### src/rtl/fetch_unit_pkg.sv
// Shared constants for the 4-bit multiplexed instruction bus: subcycle
// encoding, nibble/PC widths and the I/O opcode group.
package fetch_unit_pkg;

  localparam int NIB_W   = 4;
  localparam int PC_BITS = 12;

  localparam logic [NIB_W-1:0] OPR_IO = 4'hE;

  typedef enum logic [2:0] {
    CYC_A1 = 3'd0,
    CYC_A2 = 3'd1,
    CYC_A3 = 3'd2,
    CYC_M1 = 3'd3,
    CYC_M2 = 3'd4,
    CYC_X1 = 3'd5,
    CYC_X2 = 3'd6,
    CYC_X3 = 3'd7
  } cycle_e;

  // Address nibble driven in A1/A2/A3 (idx 0..2), low nibble first.
  function automatic logic [NIB_W-1:0] pc_nibble(input logic [PC_BITS-1:0] pc,
                                                 input logic [1:0]         idx);
    case (idx)
      2'd0:    return pc[3:0];
      2'd1:    return pc[7:4];
      default: return pc[11:8];
    endcase
  endfunction

endpackage

### src/rtl/fetch_pc.sv
// 12-bit program counter: increments after the M2 capture, and a latched
// jump request replaces it at the end of X3 (last request wins).
module fetch_pc
  import fetch_unit_pkg::*;
#(
  parameter logic [PC_BITS-1:0] RESET_PC = 12'h000
) (
  input  logic               clock,
  input  logic               reset,
  input  logic               halt,
  input  cycle_e             cycle,
  input  logic               pc_load,
  input  logic [PC_BITS-1:0] pc_load_addr,
  output logic [PC_BITS-1:0] pc
);

  logic [PC_BITS-1:0] pc_q, pc_d;
  logic [PC_BITS-1:0] addr_q, addr_d;
  logic               pend_q, pend_d;

  always_ff @(posedge clock or negedge reset) begin
    if (!reset) begin
      pc_q   <= RESET_PC;
      addr_q <= '0;
      pend_q <= 1'b0;
    end else begin
      pc_q   <= pc_d;
      addr_q <= addr_d;
      pend_q <= pend_d;
    end
  end

  always_comb begin
    pc_d   = pc_q;
    addr_d = addr_q;
    pend_d = pend_q;
    if (!halt) begin
      if (pc_load) begin
        pend_d = 1'b1;
        addr_d = pc_load_addr;
      end
      if (cycle == CYC_M2) begin
        pc_d = pc_q + 12'd1;
      end
      // Checked after the increment so a load always wins; pend_d already
      // includes a request arriving in X3 itself.
      if (cycle == CYC_X3 && pend_d) begin
        pc_d   = addr_d;
        pend_d = 1'b0;
      end
    end
  end

  assign pc = pc_q;

endmodule

### src/rtl/fetch_unit.sv
// Bus master for the multiplexed instruction bus: sequences A1..X3, drives the
// PC nibbles, captures OPR/OPA and samples the bus in X2 for the execution stage.
module fetch_unit
  import fetch_unit_pkg::*;
#(
  parameter logic [PC_BITS-1:0] RESET_PC = 12'h000
) (
  input  logic               clock,
  input  logic               reset,
  input  logic               halt,
  input  logic [NIB_W-1:0]   data_i,
  output logic [NIB_W-1:0]   data_o,
  output logic               data_en,
  output logic               sync,
  output logic               cmd,
  input  logic               pc_load,
  input  logic [PC_BITS-1:0] pc_load_addr,
  output logic [7:0]         inst_o,
  output logic               inst_valid,
  output logic [2:0]         cycle_o,
  output logic [PC_BITS-1:0] pc_o,
  input  logic               exec_drive,
  input  logic [NIB_W-1:0]   exec_data,
  input  logic               exec_cmd,
  output logic [NIB_W-1:0]   x2_data_o,
  output logic               x2_valid
);

  // Strobes: inst_valid and x2_valid are single-cycle, no back-pressure; the
  // consumer must take inst_o / x2_data_o while the strobe is high (the data
  // registers hold afterwards). Both are masked while halt is high.

  cycle_e             cycle_q, cycle_d;
  logic [PC_BITS-1:0] pc;
  logic [NIB_W-1:0]   opr_q;
  logic [7:0]         inst_q;
  logic               inst_valid_q;
  logic [NIB_W-1:0]   x2_q;
  logic               x2_valid_q;
  logic               sync_q;

  always_ff @(posedge clock or negedge reset) begin
    if (!reset) cycle_q <= CYC_A1;
    else        cycle_q <= cycle_d;
  end

  always_comb begin
    cycle_d = cycle_q;
    if (!halt) cycle_d = cycle_e'(cycle_q + 3'd1);
  end

  fetch_pc #(
    .RESET_PC(RESET_PC)
  ) u_pc (
    .clock       (clock),
    .reset       (reset),
    .halt        (halt),
    .cycle       (cycle_q),
    .pc_load     (pc_load),
    .pc_load_addr(pc_load_addr),
    .pc          (pc)
  );

  always_ff @(posedge clock or negedge reset) begin
    if (!reset) begin
      opr_q        <= '0;
      inst_q       <= '0;
      inst_valid_q <= 1'b0;
      x2_q         <= '0;
      x2_valid_q   <= 1'b0;
      sync_q       <= 1'b0;
    end else if (!halt) begin
      inst_valid_q <= (cycle_q == CYC_M2);
      sync_q       <= (cycle_q == CYC_X2);
      x2_valid_q   <= 1'b0;
      case (cycle_q)
        CYC_M1: opr_q  <= data_i;
        CYC_M2: inst_q <= {opr_q, data_i};
        CYC_X2: begin
          if (!exec_drive) begin
            x2_q       <= data_i;
            x2_valid_q <= 1'b1;
          end
        end
        default: ;
      endcase
    end
  end

  always_comb begin
    data_o  = '0;
    data_en = 1'b0;
    cmd     = 1'b1;
    case (cycle_q)
      CYC_A1: begin
        data_en = 1'b1;
        data_o  = pc_nibble(pc, 2'd0);
      end
      CYC_A2: begin
        data_en = 1'b1;
        data_o  = pc_nibble(pc, 2'd1);
      end
      CYC_A3: begin
        data_en = 1'b1;
        data_o  = pc_nibble(pc, 2'd2);
        cmd     = 1'b0;
      end
      // I/O-group instructions select the chip so it can latch OPA.
      CYC_M2: cmd = (opr_q == OPR_IO) ? 1'b0 : 1'b1;
      CYC_X2: begin
        data_en = exec_drive;
        data_o  = exec_data;
        cmd     = ~exec_cmd;
      end
      CYC_X3: begin
        data_en = exec_drive;
        data_o  = exec_data;
      end
      default: ;
    endcase
  end

  assign sync       = sync_q;
  assign inst_o     = inst_q;
  assign inst_valid = inst_valid_q & ~halt;
  assign x2_data_o  = x2_q;
  assign x2_valid   = x2_valid_q & ~halt;
  assign cycle_o    = cycle_q;
  assign pc_o       = pc;

endmodule

### config.mk
export PLATFORM = sky130hd
export DESIGN_NAME = fetch_unit
export DESIGN_NICKNAME = d
export VERILOG_FILES = /design/src/rtl/fetch_unit_pkg.sv /design/src/rtl/fetch_pc.sv /design/src/rtl/fetch_unit.sv
export SDC_FILE = /design/constraint.sdc
export NUM_CORES = 1
export LEC_CHECK = 0
export CAP_MARGIN = 20
export CELL_PAD_IN_SITES_DETAIL_PLACEMENT = 1
export CELL_PAD_IN_SITES_GLOBAL_PLACEMENT = 2
export CORE_MARGIN = 1
export CORE_UTILIZATION = 28
export CTS_CLUSTER_DIAMETER = 200
export CTS_CLUSTER_SIZE = 24
export DETAILED_ROUTE_END_ITERATION = 16
export MAX_ROUTING_LAYER = met4
export PLACE_DENSITY = 0.82
export SYNTH_ARGS = -nofsm -noshare
export SYNTH_HDL_FRONTEND = slang
export SYNTH_SLANG_ARGS = --single-unit
export TNS_END_PERCENT = 10
### constraint.sdc
create_clock -name clock -period 1.4 [get_ports clock]
set_input_delay 0.28 -clock clock [delete_from_list [all_inputs] [get_ports clock]]
set_output_delay 0.28 -clock clock [all_outputs]
set_load 0.1 [all_outputs]
# --- After elaboration in Yosys (flattened, before gate mapping) ---
# Index checks and enable logic that the tools add are counted.
op_classes:
  n_addsub: 2
  n_eq_ne: 7
  n_mux: 12
  n_bitwise: 5
  reduce_logical: 9
ops:
  columns: ["op", "count"]
  rows:
  - ["$mux 12", 3]
  - ["$pmux 4 s4", 1]
  - ["$add 12x1->12 const B", 1]
  - ["$eq 3x3->1 const B", 3]
  - ["$eq 3x2->1 const B", 2]
  - ["$mux 1", 6]
  - ["$reduce_and 2->1", 3]
  - ["$eq 4x4->1 const B", 1]
  - ["$add 3x1->3 const B", 1]
  - ["$eq 3x1->1 const B", 1]
  - ["$logic_not 3->1", 1]
  - ["$not 1->1", 3]
  - ["$pmux 1 s3", 1]
  - ["$reduce_and 3->1", 1]
  - ["$reduce_or 3->1", 1]
  - ["$and 1x1->1", 2]
  - ["$pmux 1 s2", 1]
  - ["$reduce_bool 2->1", 1]
  - ["$reduce_or 2->1", 1]
  - ["$logic_and 1x1->1", 1]
word_totals:
  register_bits: 47
  input_bits: 26
  wordCells: 45

# --- Depth between registers and ports, before layout ---
depth:
  depth_word: 5
  ltp_mapped: 8
  ltp_nobuf: 6

# --- Hierarchy ---
# A second synthesis with hierarchy kept.
unflattened:
  hier_cells: 219
  hier_area_um2: 2603.7
modules_own_cells:
  columns: ["mod", "instances", "cells_each", "area_each_um2", "seq_area_each_um2"]
  rows:
  - ["fetch_pc", 1, 134, 1493.9, 625.6]
  - ["fetch_unit", 1, 85, 1109.8, 550.5]

# --- Worst setup path after synthesis ---
# Ideal clock, no wire load.
synth_timing:
  path_kind: "register -> output"
  startpoint: "register cycle_q[1] (netlist: cycle_o[1])"
  endpoint: "output data_o[3]"
  arrival_time_ns: 3.653
  required_ns: 1.120
  setup_slack_ns: -2.533
  stages_incl_launch_ff: 5
  cell_sequence: "dfrtp_1 > ha_1 > clkbuf_2 > a222oi_1 > o21ai_0"
synth_between:
  elab_chain_len: 3
  elab_cells_between_ends: 7
synth_lines:
  columns: ["element", "line", "source"]
  rows:
  - ["from (decl)", "fetch_unit.sv:33", "cycle_e cycle_q, cycle_d;"]
  - ["from (signal assigned)", "fetch_unit.sv:44", "else cycle_q <= cycle_d;"]
  - ["$eq 3x3->1", "fetch_unit.sv:94", "case (cycle_q)"]
  - ["$reduce_or 2->1 (no line)", null, null]
  - ["$pmux 4 s4 *", "fetch_unit.sv:94", null]
  - ["to (decl)", "fetch_unit.sv:12", "output logic [NIB_W-1:0] data_o,"]
# Every way passes the cells marked *; elsewhere a longest branch is shown, timed or not.

# --- Worst setup path in the final report ---
layout_timing:
  startpoint: "register cycle_q[1] (netlist: cycle_o[1])"
  endpoint: "output data_o[0]"
# Same word-level chain as after synthesis.

==> results.json <==
{
  "drt_iter0_drc": 164,
  "dr.pass1.iters": 5,
  "multi_input_area_mm2": 0.001370,
  "cts_tree": "built",
  "ant_nets": 0,
  "worstSetupStartpoint": "cycle_o[1]$_DFFE_PN0N_",
  "cp-start-kind": "flop",
  "synth_cell_types": 45,
  "n_fill_cell": 917,
  "vias": 2279,
  "critPathCapture": "data_o[0]",
  "syn2layout_area_growth_pct": 68.52,
  "fin_crit_sh_pct": 160.5,
  "critPathSlowestCell": "dfrtp_4",
  "reg2reg_from": "cycle_o[0]$_DFFE_PN0N_",
  "coreArea_mm2": 0.008721,
  "critPathMaxStageDelay_ns": 0.52,
  "dp_cells": 441,
  "antenna_found_initial": 0,
  "fp.dieH_um": 96.87,
  "crit_chain": "buf_6 -> ha_4 -> a222oi_1 -> buf_4 -> o21ai_4 -> buf_12",
  "globalplace.congestion": 0.8535,
  "r2r_slack_ns": -0.37,
  "cap_viol_max_count": 0,
  "rows": 34,
  "pre_cts_slack_ns": -0.5472,
  "synthesis.nets": 270,
  "final_design_area_no_fill_mm2": 0.004247,
  "violations": "negative setup slack",
  "grt_pass1_wl_um": 12920,
  "drt-wirelength-per-cell_um": 17.54,
  "yosysWarnings": 0,
  "cts_sinks": 47,
  "finalHoldViolations": 0,
  "finalSetupTns_ns": -11.33,
  "cp.required_ns": 1.12,
  "avgSynthCellArea_um2": 10.63,
  "rr_worst_depth": 6,
  "relSlewSlack_pct": 71.09,
  "grt_max_degree": 48,
  "routed_wirelength_um": 7928,
  "drc": 0,
  "portBuffers": 61,
  "start_util_pct": 28.90,
  "fmax_mhz": 445.1,
  "crit_arrival_ns": 1.97,
  "status": "complete, but fails checks",
  "synthCells": 237,
  "io_pins": 62,
  "period_needed_ns": 2.247,
  "worst_pin_slew_ns": 0.4336,
  "synth_area_mm2": 0.002520,
  "timing.rr.end": "u_pc.pc[3]$_DFFE_PN0P_",
  "overflow": 0,
  "grtUsageTotal_pct": 17.73,
  "rsz0062_at_grt": "true",
  "clock_skew_ns": 0.006411,
  "post_dp_cell_area_mm2": 0.004025,
  "final_cells": 452,
  "ctsRootBufferMaster": "clkbuf_8",
  "clk_latency_ns": 0.31,
  "clk_path_buf_depth": 2,
  "drive_gt1_share_pct": 49.13,
  "crit_type": "flop to output port",
  "ys_seq_area_share_pct": 46.67,
  "clkTransAtPathRegs_ns": 0.10,
  "hpwl_um": 6009,
  "regArea_mm2": 0.001200,
  "finalSetupViolCount": 39,
  "critPathMaxFanout": 6,
  "slew_violations": 0,
  "vias_per_cell": 5.042,
  "numCtsBuffers": 5,
  "die_area_mm2": 0.009383,
  "antennaDiodeCount": 0,
  "finalWorstSetupSlack_ns": -0.8467,
  "nets": 376,
  "htree_levels": 2,
  "grt_pass1_vias": 2495,
  "chipWidth_um": 96.87,
  "end_kind": "output port",
  "ys_seq_elements": 47,
  "hold_path_depth": 3,
  "hp-class": "input port to flop"
}
-- cells by family after synthesis --
group                    share of synthesized area [%]
XOR/XNOR                                        0.3476
AND/OR/NAND/NOR                                  15.79
buffers and inverters                            4.965
multiplexers                                     14.45
adder cells (fa/ha/maj)                          3.476
AO/OA/AOI/OAI                                    14.30
flip-flops                                       46.67
-- worst max-delay path: cells and delay by family, from the launching register on --
kind / cells / cell delay, ns
DFF: 1 / 0.52
buffers and inverters: 3 / 0.49
AOI/OAI and AO/OA: 2 / 0.46
adders and majority gates: 1 / 0.17
-- cell type report --
class                           count  area share (%)
Timing Repair Buffer              112           33.09
Multi-Input combinational cell    173           32.26
Sequential cell                    47           28.26
Tap cell                          108           3.182
Clock buffer                        5           1.621
Clock inverter                      3           1.120
Inverter                            4          0.4714
-- cell usage after synthesis (all sizes together) --
master	n	area [um2]
o21a	2	16.27
a22o	1	8.760
nor3b	1	7.510
a2bb2oi	2	17.52
buf	10	77.57
nor3	7	46.30
nand2	47	176.4
and3	4	27.52
nor2	5	21.27
a211oi	3	22.52
a222oi	4	40.04
and4	1	8.760
dfrtp	47	1176
xnor2	1	8.760
nand4b	1	8.760
nor2b	7	46.30
a21oi	12	63.81
nand4	1	21.27
a211o	1	8.760
clkbuf	3	32.53
o21ai	16	91.34
nand3b	1	7.510
nand2b	1	6.260
mux2	27	304.0
a311oi	2	17.52
a21o	2	22.52
o31ai	2	15.01
a41o	1	11.26
ha	7	87.58
inv	4	15.01
nand3	4	20.02
o22ai	4	25.02
mux2i	6	60.06
-- worst min path at each step --
| stage | start | to |
|---|---|---|
| 5_1_grt | halt | cycle_o[0]$_DFFE_PN0N_ |
| 2_1_floorplan | reset | cycle_o[2]$_DFFE_PN0N_ |
| 6_report | halt | cycle_o[0]$_DFFE_PN0N_ |
| 3_5_place_dp | reset | u_pc.pend_q$_DFFE_PN0N_ |
| 3_3_place_gp | reset | u_pc.addr_q[9]$_DFFE_PN0N_ |
| 4_1_cts | halt | cycle_o[2]$_DFFE_PN0N_ |
-- placed cells by master (no fill, tap or decap), types with 3 or more instances in the layout --
| cell type | netlist | routed |
|---|---|---|
| dfrtp_1 | 47 | 32 |
| nor2b_4 | 0 | 3 |
| ha_1 | 7 | 3 |
| buf_12 | 0 | 39 |
| a222oi_1 | 4 | 4 |
| buf_6 | 4 | 6 |
| buf_4 | 1 | 41 |
| nor3_1 | 6 | 5 |
| o22ai_1 | 4 | 3 |
| o21ai_4 | 1 | 6 |
| o21ai_1 | 0 | 3 |
| nand3_1 | 4 | 4 |
| nor2b_1 | 6 | 4 |
| a21oi_1 | 11 | 11 |
| nor2_1 | 4 | 4 |
| nand2_1 | 47 | 46 |
| clkdlybuf4s50_1 | 0 | 22 |
| dfrtp_2 | 0 | 13 |
| mux2i_1 | 6 | 6 |
| o21ai_0 | 15 | 7 |
| a211oi_1 | 3 | 3 |
| mux2_2 | 26 | 26 |
| ha_4 | 0 | 3 |
| clkbuf_8 | 2 | 5 |
-- metal layers --
| layer | routed length, um | track usage (%) | up-vias |
|---|---|---|---|
| li1 | - | - | 1058 |
| met3 | 287 | 2.312 | 6 |
| met1 | 3332 | 21.76 | 1160 |
| met2 | 4225 | 30.88 | 55 |
| met4 | 83 | 4.248 | 0 |
| met5 | 0 | - | - |
-- sequential cells by signal (all words and copies together), names as in the netlist --
name	count
sync	1
inst_o	8
x2_data_o	4
u_pc.pc	12
u_pc.addr_q	12
inst_valid_q	1
u_pc.pend_q	1
opr_q	4
cycle_o	3
x2_valid_q	1
-- what timing repair did --
item / CTS / global route
hold endpoints to repair: 47 / 0
setup endpoints to repair: 53 / 42
pin swaps: 4 / 9
setup buffers: 2 / 0
gates resized for setup: 22 / 5
hold buffers: 1 / 0
-- per-stage QoR --
stage	util (%)	hold slack (ns)
after CTS	48.61	0.4529
after global placement	46.15	0.2872
after floorplan	-	-0.01559
after detailed placement	46.15	0.2953
final	48.69	0.3350
after global routing	48.69	0.3557
Power of run 1 is not shown: default switching activity piles up to over one toggle a cycle in this logic, so the estimate is an artifact.
